File: src/rtl/score_display_ctrl.sv
// -----------------------------------------------------------------------------
// score_display_ctrl
//
// Drives the packed BCD word of the 6-digit hex display. Two requesters (the
// current score and the high score) share one sequential binary-to-BCD
// converter. The converter uses double dabble and handles one bit per clock.
// Each converted result is written into that requester's half of `num`.
//
// Ports
//   clk        : system clock
//   rst_n      : asynchronous active-low reset
//   score_req  : current-score update request, held until score_ack
//   score_bin  : current score, unsigned binary [BIN_W-1:0]
//   score_ack  : one-cycle pulse, score operand captured
//   hi_req     : high-score update request, held until hi_ack
//   hi_bin     : high score, unsigned binary [BIN_W-1:0]
//   hi_ack     : one-cycle pulse, high-score operand captured
//   num        : packed BCD; upper half = high score, lower half = current
//                score; most significant digit first within each half
//   busy       : a conversion is in progress
// -----------------------------------------------------------------------------
module score_display_ctrl #(
  parameter int BIN_W  = 10,
  parameter int DIGITS = 3
) (
  input  logic                  clk,
  input  logic                  rst_n,
  input  logic                  score_req,
  input  logic [BIN_W-1:0]      score_bin,
  output logic                  score_ack,
  input  logic                  hi_req,
  input  logic [BIN_W-1:0]      hi_bin,
  output logic                  hi_ack,
  output logic [8*DIGITS-1:0]   num,
  output logic                  busy
);

  localparam int BCD_W   = 4 * DIGITS;
  localparam int CNT_W   = $clog2(BIN_W + 1);
  localparam int MAX_DEC = 10**DIGITS - 1;
  // Comparison width wide enough for both the operand and the decimal limit.
  // When BIN_W cannot reach MAX_DEC, the clamp test is never true.
  localparam int CMP_W   = (BIN_W > 32) ? BIN_W : 32;

  typedef enum logic [1:0] {IDLE, SHIFT, WRITE} state_t;

  state_t              state_q,     state_d;
  logic [CNT_W-1:0]    cnt_q,       cnt_d;
  logic [BIN_W-1:0]    bin_q,       bin_d;
  logic [BCD_W-1:0]    bcd_q,       bcd_d;
  logic                grant_hi_q,  grant_hi_d;   // field being converted
  logic                prefer_hi_q, prefer_hi_d;  // round-robin tie winner
  logic                score_ack_q, score_ack_d;
  logic                hi_ack_q,    hi_ack_d;
  logic                busy_q,      busy_d;
  logic [2*BCD_W-1:0]  num_q,       num_d;

  // Saturate operands the display cannot show (e.g. 1000..1023 -> 999).
  function automatic logic [BIN_W-1:0] clamp(input logic [BIN_W-1:0] v);
    logic [CMP_W-1:0] wide;
    wide = CMP_W'(v);
    if (wide > CMP_W'(MAX_DEC)) return BIN_W'(MAX_DEC);
    return v;
  endfunction

  logic [BCD_W-1:0] adj;
  logic             pick_hi;

  always_comb begin
    // NOTE: every signal written here gets a default first, so no path
    // through the case leaves a value unassigned and no latch is inferred.
    state_d     = state_q;
    cnt_d       = cnt_q;
    bin_d       = bin_q;
    bcd_d       = bcd_q;
    grant_hi_d  = grant_hi_q;
    prefer_hi_d = prefer_hi_q;
    score_ack_d = 1'b0;
    hi_ack_d    = 1'b0;
    busy_d      = busy_q;
    num_d       = num_q;
    adj         = bcd_q;
    pick_hi     = 1'b0;

    // Double dabble correction: each nibble >= 5 gets +3 before the shift.
    for (int i = 0; i < DIGITS; i++) begin
      if (adj[4*i +: 4] >= 4'd5) adj[4*i +: 4] = adj[4*i +: 4] + 4'd3;
    end

    case (state_q)
      IDLE: begin
        if (score_req || hi_req) begin
          // A lone requester always wins. On a tie, the pointer decides.
          pick_hi     = hi_req && (!score_req || prefer_hi_q);
          grant_hi_d  = pick_hi;
          bin_d       = clamp(pick_hi ? hi_bin : score_bin);
          bcd_d       = '0;
          cnt_d       = CNT_W'(BIN_W);
          score_ack_d = !pick_hi;
          hi_ack_d    = pick_hi;
          busy_d      = 1'b1;
          state_d     = SHIFT;
        end
      end

      SHIFT: begin
        bcd_d = {adj[BCD_W-2:0], bin_q[BIN_W-1]};
        bin_d = bin_q << 1;
        cnt_d = cnt_q - 1'b1;
        if (cnt_q == CNT_W'(1)) state_d = WRITE;
      end

      WRITE: begin
        if (grant_hi_q) num_d[2*BCD_W-1:BCD_W] = bcd_q;
        else            num_d[BCD_W-1:0]       = bcd_q;
        prefer_hi_d = !grant_hi_q;
        busy_d      = 1'b0;
        state_d     = IDLE;
      end

      default: state_d = IDLE;
    endcase
  end

  // The operand and datapath registers are reset too. This keeps a
  // conversion that is aborted by reset from leaving state behind.
  always_ff @(posedge clk or negedge rst_n) begin
    if (!rst_n) begin
      state_q     <= IDLE;
      cnt_q       <= '0;
      bin_q       <= '0;
      bcd_q       <= '0;
      grant_hi_q  <= 1'b0;
      prefer_hi_q <= 1'b0;
      score_ack_q <= 1'b0;
      hi_ack_q    <= 1'b0;
      busy_q      <= 1'b0;
      num_q       <= '0;
    end else begin
      // NOTE: non-blocking assignments, so every register updates from
      // pre-edge values whatever the order of these statements.
      state_q     <= state_d;
      cnt_q       <= cnt_d;
      bin_q       <= bin_d;
      bcd_q       <= bcd_d;
      grant_hi_q  <= grant_hi_d;
      prefer_hi_q <= prefer_hi_d;
      score_ack_q <= score_ack_d;
      hi_ack_q    <= hi_ack_d;
      busy_q      <= busy_d;
      num_q       <= num_d;
    end
  end

  assign score_ack = score_ack_q;
  assign hi_ack    = hi_ack_q;
  assign busy      = busy_q;
  assign num       = num_q;

endmodule
File: config.mk
export PLATFORM = sky130hd
export DESIGN_NAME = score_display_ctrl
export DESIGN_NICKNAME = d
export VERILOG_FILES = /design/src/rtl/score_display_ctrl.sv
export SDC_FILE = /design/constraint.sdc
export NUM_CORES = 1
export LEC_CHECK = 0
export CAP_MARGIN = 10
export CORE_MARGIN = 4
export CORE_UTILIZATION = 25
export DETAILED_ROUTE_END_ITERATION = 8
export GPL_TIMING_DRIVEN = 0
export PLACE_DENSITY = 0.52
export SETUP_SLACK_MARGIN = 0.3
export SLEW_MARGIN = 0
export SYNTH_ARGS = -nofsm -noshare
export SYNTH_HDL_FRONTEND = slang
export SYNTH_SLANG_ARGS = --single-unit
File: constraint.sdc
create_clock -name clk -period 2.1 [get_ports clk]
set_input_delay 0.42 -clock clk [delete_from_list [all_inputs] [get_ports clk]]
set_output_delay 0.42 -clock clk [all_outputs]
set_load 0.03 [all_outputs]
## Word-level counts from Yosys, hierarchy flattened

Index checks and enable logic that the tools add are counted.

- Bitwise operators: 1
- Multiplexer cells: 24
- Order comparisons: 4
- Equality and inequality tests: 5
- Add/sub/neg operators: 4
- Reductions and logical operators: 15

Operator list:

| cell | number |
|---|---|
| $mux W10 | 4 |
| $pmux W12 S2 | 1 |
| $pmux W10 S2 | 1 |
| $ge A4 B3 Y1 const B | 3 |
| $mux W12 | 1 |
| $mux W4 | 3 |
| $reduce_and A2 Y1 | 6 |
| $gt A10 B10 Y1 const B | 1 |
| $add A4 B2 Y4 const B | 2 |
| $mux W1 | 8 |
| $pmux W4 S2 | 1 |
| $eq A4 B1 Y1 const B | 1 |
| $mux W2 | 2 |
| $ne A2 B2 Y1 const B | 2 |
| $pmux W2 S2 | 1 |
| $reduce_bool A2 Y1 | 2 |
| $sub A4 B1 Y4 const B | 1 |
| $add A3 B2 Y3 const B | 1 |
| $logic_not A1 Y1 | 3 |
| $mux W3 | 1 |
| $eq A2 B1 Y1 const B | 1 |
| $eq A2 B2 Y1 const B | 1 |
| $logic_not A2 Y1 | 1 |
| $logic_or A1 B1 Y1 | 2 |
| other kinds (3) | 3 |

- Output and inout bits: 27
- Input port bits: 24
- Register bits after elaboration: 57

## Depth between registers and ports, before layout

- Word-level depth: 11
- Mapped depth: 6
- Gate-level depth less buffers: 6

## Worst setup path after synthesis

Ideal clock, no wire load.

- Kind: register to register
- From: register bcd_q[1]
- To: register bcd_q[2]
- Path buffers: 0
- Setup time: 83 ps
- Stages on the path, launching flop included: 7
- Path slack: 554 ps
- Data arrival time: 1464 ps
- Required time: 2017 ps
- Clock period less this slack: 1546 ps
- Cells stage by stage: dfrtp_1 > inv_1 > ha_1 > nand2b_1 > a21oi_1 > mux2_2 > o21ai_0

- Cells in the longest elaborated chain, start to end: 3
- Elaborated cells between the ends (all ways): 4
- Classes of those cells: 1 x add/sub; 1 x order compare; 2 x mux

RTL lines:

| what | line | RTL |
|---|---|---|
| from (decl) | 50 | `logic [BCD_W-1:0] bcd_q, bcd_d;` |
| from (signal assigned) | 132 | `bcd_q <= '0;` |
| from (signal assigned) | 145 | `bcd_q <= bcd_d;` |
| $add A4 B2 Y4 or $ge A4 B3 Y1 (tied branches) | 87 | `if (adj[4*i +: 4] >= 4'd5) adj[4*i +: 4] = adj[4*i +: 4] + 4'd3;` |
| $mux W4 (*) | 87 |  |
| $pmux W12 S2 (*) | 90 | `case (state_q)` |

Mark *: on every way between the ends. The rest lies on a longest branch, timed or not.
A chain may end at the register's enable or synchronous reset.

## Final worst setup path

- From: register hi_ack_q, in the netlist hi_ack
- To: output hi_ack

RTL lines:

| what | line | RTL |
|---|---|---|
| from (decl) | 54 | `logic hi_ack_q, hi_ack_d;` |
| from (signal assigned) | 149 | `hi_ack_q <= hi_ack_d;` |
| to (decl) | 33 | `output logic hi_ack,` |

No word-level cell between the ends.

==> results_dict.tcl <==
set metrics [dict create \
    status "complete, no violations" \
    drt_first_pass_iters 4 \
    end_kind "output pin" \
    track_usage 0.105 \
    finalSetupViolations 0 \
    area_delta_synth_final_pct 33.9 \
    gr-total-overflow 0 \
    vias 1959 \
    drt_iter0_markers 109 \
    worstMarginPinSlew_ns 0.674 \
    die_x_um 112 \
    globalplace.congestion 0.761 \
    cp_data_required_time_ns 1.68 \
    synthDistinctLibCells 39 \
    dp_hpwl_um 4650 \
    skew_ns 0.00610 \
    power_leakage_nw 1.89 \
    crit_chain "clkdlybuf4s50_1" \
    crit_buf_inv 1 \
    max_freq_ghz 0.567 \
    antenna_cells 0 \
    final_cell_mix "dfrtp_1, clkdlybuf4s50_1, dlymetal6s2s_1, o21ai_0, nand3_1" \
    postSynthCellCount 230 \
    arrival_ns 1.34 \
    cts_buffers 9 \
    clkLatencyLatePin_ns 0.34 \
    start_util 0.260 \
    htreeDepth 3 \
    final_antenna_net_count 0 \
    syn_nets 262 \
    hold_viol_final 0 \
    peakVddDrop_uv 505 \
    nNetsFinal 324 \
    fp.dieArea_um2 12600 \
    finalMaxSlewViolations 0 \
    antenna_found_initial 0 \
    netlist_area_um2 2720 \
    coreArea_um2 10500 \
    fin_setup_tns_ns 0 \
    hp-class "input port to asynchronous set/reset pin" \
    cts.path.max_buffers 2 \
    vias_per_cell 4.52 \
    slowest_stage "clkdlybuf4s50_1" \
    maxCapViolCount 0 \
    hold_buffers 0 \
    reg2reg_to "bcd_q[6]$_DFFE_PN0P_" \
    cpLargestDelayFamily "buffers and inverters" \
    r2r-start "bcd_q[4]$_DFFE_PN0P_" \
    period_minus_slack_ns 1.76 \
    syn-mean-instance-area_um2 11.8 \
    io_pins 51 \
    ys_seq_area_frac 0.525 \
    cts_tree "built" \
    placed_area_um2 3400 \
    layout_worst_path_cycle_share 0.840 \
    r2r_cells 6 \
    drc_errors 0 \
    grt_pass1_wl_um 10600 \
    path_max_fanout 1 \
    cts_root_buf "clkbuf_8" \
    whs_ns 0.116 \
    postSynth.asyncResetShare 1.00 \
    synth.ff_latch_count 57 \
    layout_commonest_cell "dfrtp_1" \
    wl_per_cell_um 14.5 \
    r2r_slack_ns 0.41 \
    dp_cells 417 \
    instances_no_fill 433 \
    grt_max_degree 30 \
    slew_headroom 0.551 \
    rsz0062_at_grt "yes" \
    drt-total-wl_um 6300 \
    crit_path_start_kind "flip-flop" \
    crit_path_start "hi_ack$_DFF_PN0_" \
    yosysWarnings 0 \
    p_total_mw 4.86 \
    p_per_area_nw_per_um2 1340 \
    critPathKind "flip-flop to output pin" \
    path_clk_slew_ns 0.07 \
    drive_gt1_frac 0.189 \
    fp-row-count 37 \
    synth_edf_count 0 \
    cts_sinks 57 \
    finish.instance_area_um2 3630 \
    synth_flop_cell "dfrtp_1" \
    max_stage_delay_ns 0.68 \
    io_buffers 50 \
    die_h_um 112 \
    grt_pass1_vias 2152 \
]
[where the power goes]
part	switching [mW]	internal (mW)	total (mW)
clock network	0.444	0.541	0.985
registers	0.348	1.53	1.87
logic	1.10	0.899	2.00
total	1.90	2.97	4.86
[logic make-up (layout without fill, tap and decap cells)]
family          Yosys count  after routing  share of synthesized area
buf+inv                  20             87                     0.0401
compound gates           54             54                      0.124
xor+xnor                  3              3                    0.00968
mux                      37             37                      0.161
flops                    57             57                      0.525
fa+ha+maj                 8              8                     0.0369
simple gates             51             51                      0.103
[metrics by stage]
step,setup WS [ns],util
after floorplan,0.554,-
after global placement,-1.27,0.324
after detailed placement,0.0633,0.325
after CTS,0.300,0.342
after global routing,0.289,0.347
final,0.337,0.347
[flip-flops by register name (all words and copies together) (netlist names)]
name         flops
num             24
bcd_q           12
bin_q           10
cnt_q            4
state_q          2
busy             1
grant_hi_q       1
hi_ack           1
prefer_hi_q      1
score_ack        1
[Yosys cell counts (2+ instances only)]
master | number | area (um2)
nor3_1 | 4 | 20.0
a22oi_1 | 7 | 52.6
nand2_2 | 2 | 12.5
o21ai_1 | 7 | 35.0
inv_1 | 9 | 33.8
mux2i_1 | 10 | 100
mux2_2 | 8 | 90.1
nand2_1 | 10 | 37.5
buf_2 | 6 | 30.0
xnor2_1 | 3 | 26.3
o211ai_1 | 4 | 30.0
o31ai_1 | 3 | 22.5
o22ai_1 | 2 | 12.5
nor2_2 | 2 | 12.5
o21a_1 | 3 | 22.5
dfrtp_1 | 57 | 1430
buf_6 | 3 | 33.8
nor2_1 | 6 | 22.5
nand3_1 | 13 | 65.1
a21oi_1 | 8 | 40.0
nor3b_1 | 2 | 15.0
nand2b_1 | 5 | 31.3
o21ai_0 | 16 | 80.1
mux2_4 | 9 | 135
ha_1 | 8 | 100
mux2_1 | 10 | 113
[worst max path at each step]
stage | endpoint | slack, ns | depth (start not counted)
after floorplan | bcd_q[2]$_DFFE_PN0P_ | 0.55 | 6
after global placement | bin_q[5]$_DFFE_PN0P_ | -1.27 | 1
after detailed placement | bin_q[1]$_DFFE_PN0P_ | 0.06 | 4
after CTS | num[19] | 0.30 | 1
after global routing | bcd_q[2]$_DFFE_PN0P_ | 0.29 | 6
final | hi_ack | 0.34 | 1
[timing repair]
action	in CTS	in global routing
setup buffers	0	0
resized for setup	7	21
endpoints found under the setup margin	7	21
pin swaps	0	0
gates cloned	0	0
endpoints found under the hold margin	0	0
[metal layers]
layer,part of all wire,GRT usage,up-vias
met5,0,0,-
met4,0.0070,0.0288,0
met3,0.048,0.0367,7
met2,0.51,0.182,31
met1,0.43,0.124,968
li1,-,-,953
[cell type report]
| class | count | area, um2 |
|---|---|---|
| buffer | 11 | 75.1 |
| clock buffer | 10 | 128 |
| clock inverter | 6 | 58.8 |
| fill | 1064 | 6830 |
| inverter | 9 | 33.8 |
| multi-input combinational | 153 | 1190 |
| sequential | 57 | 1430 |
| tap | 136 | 170 |
| timing repair buffer | 51 | 552 |
No activity file was read; power rests on OpenSTA's default activity.
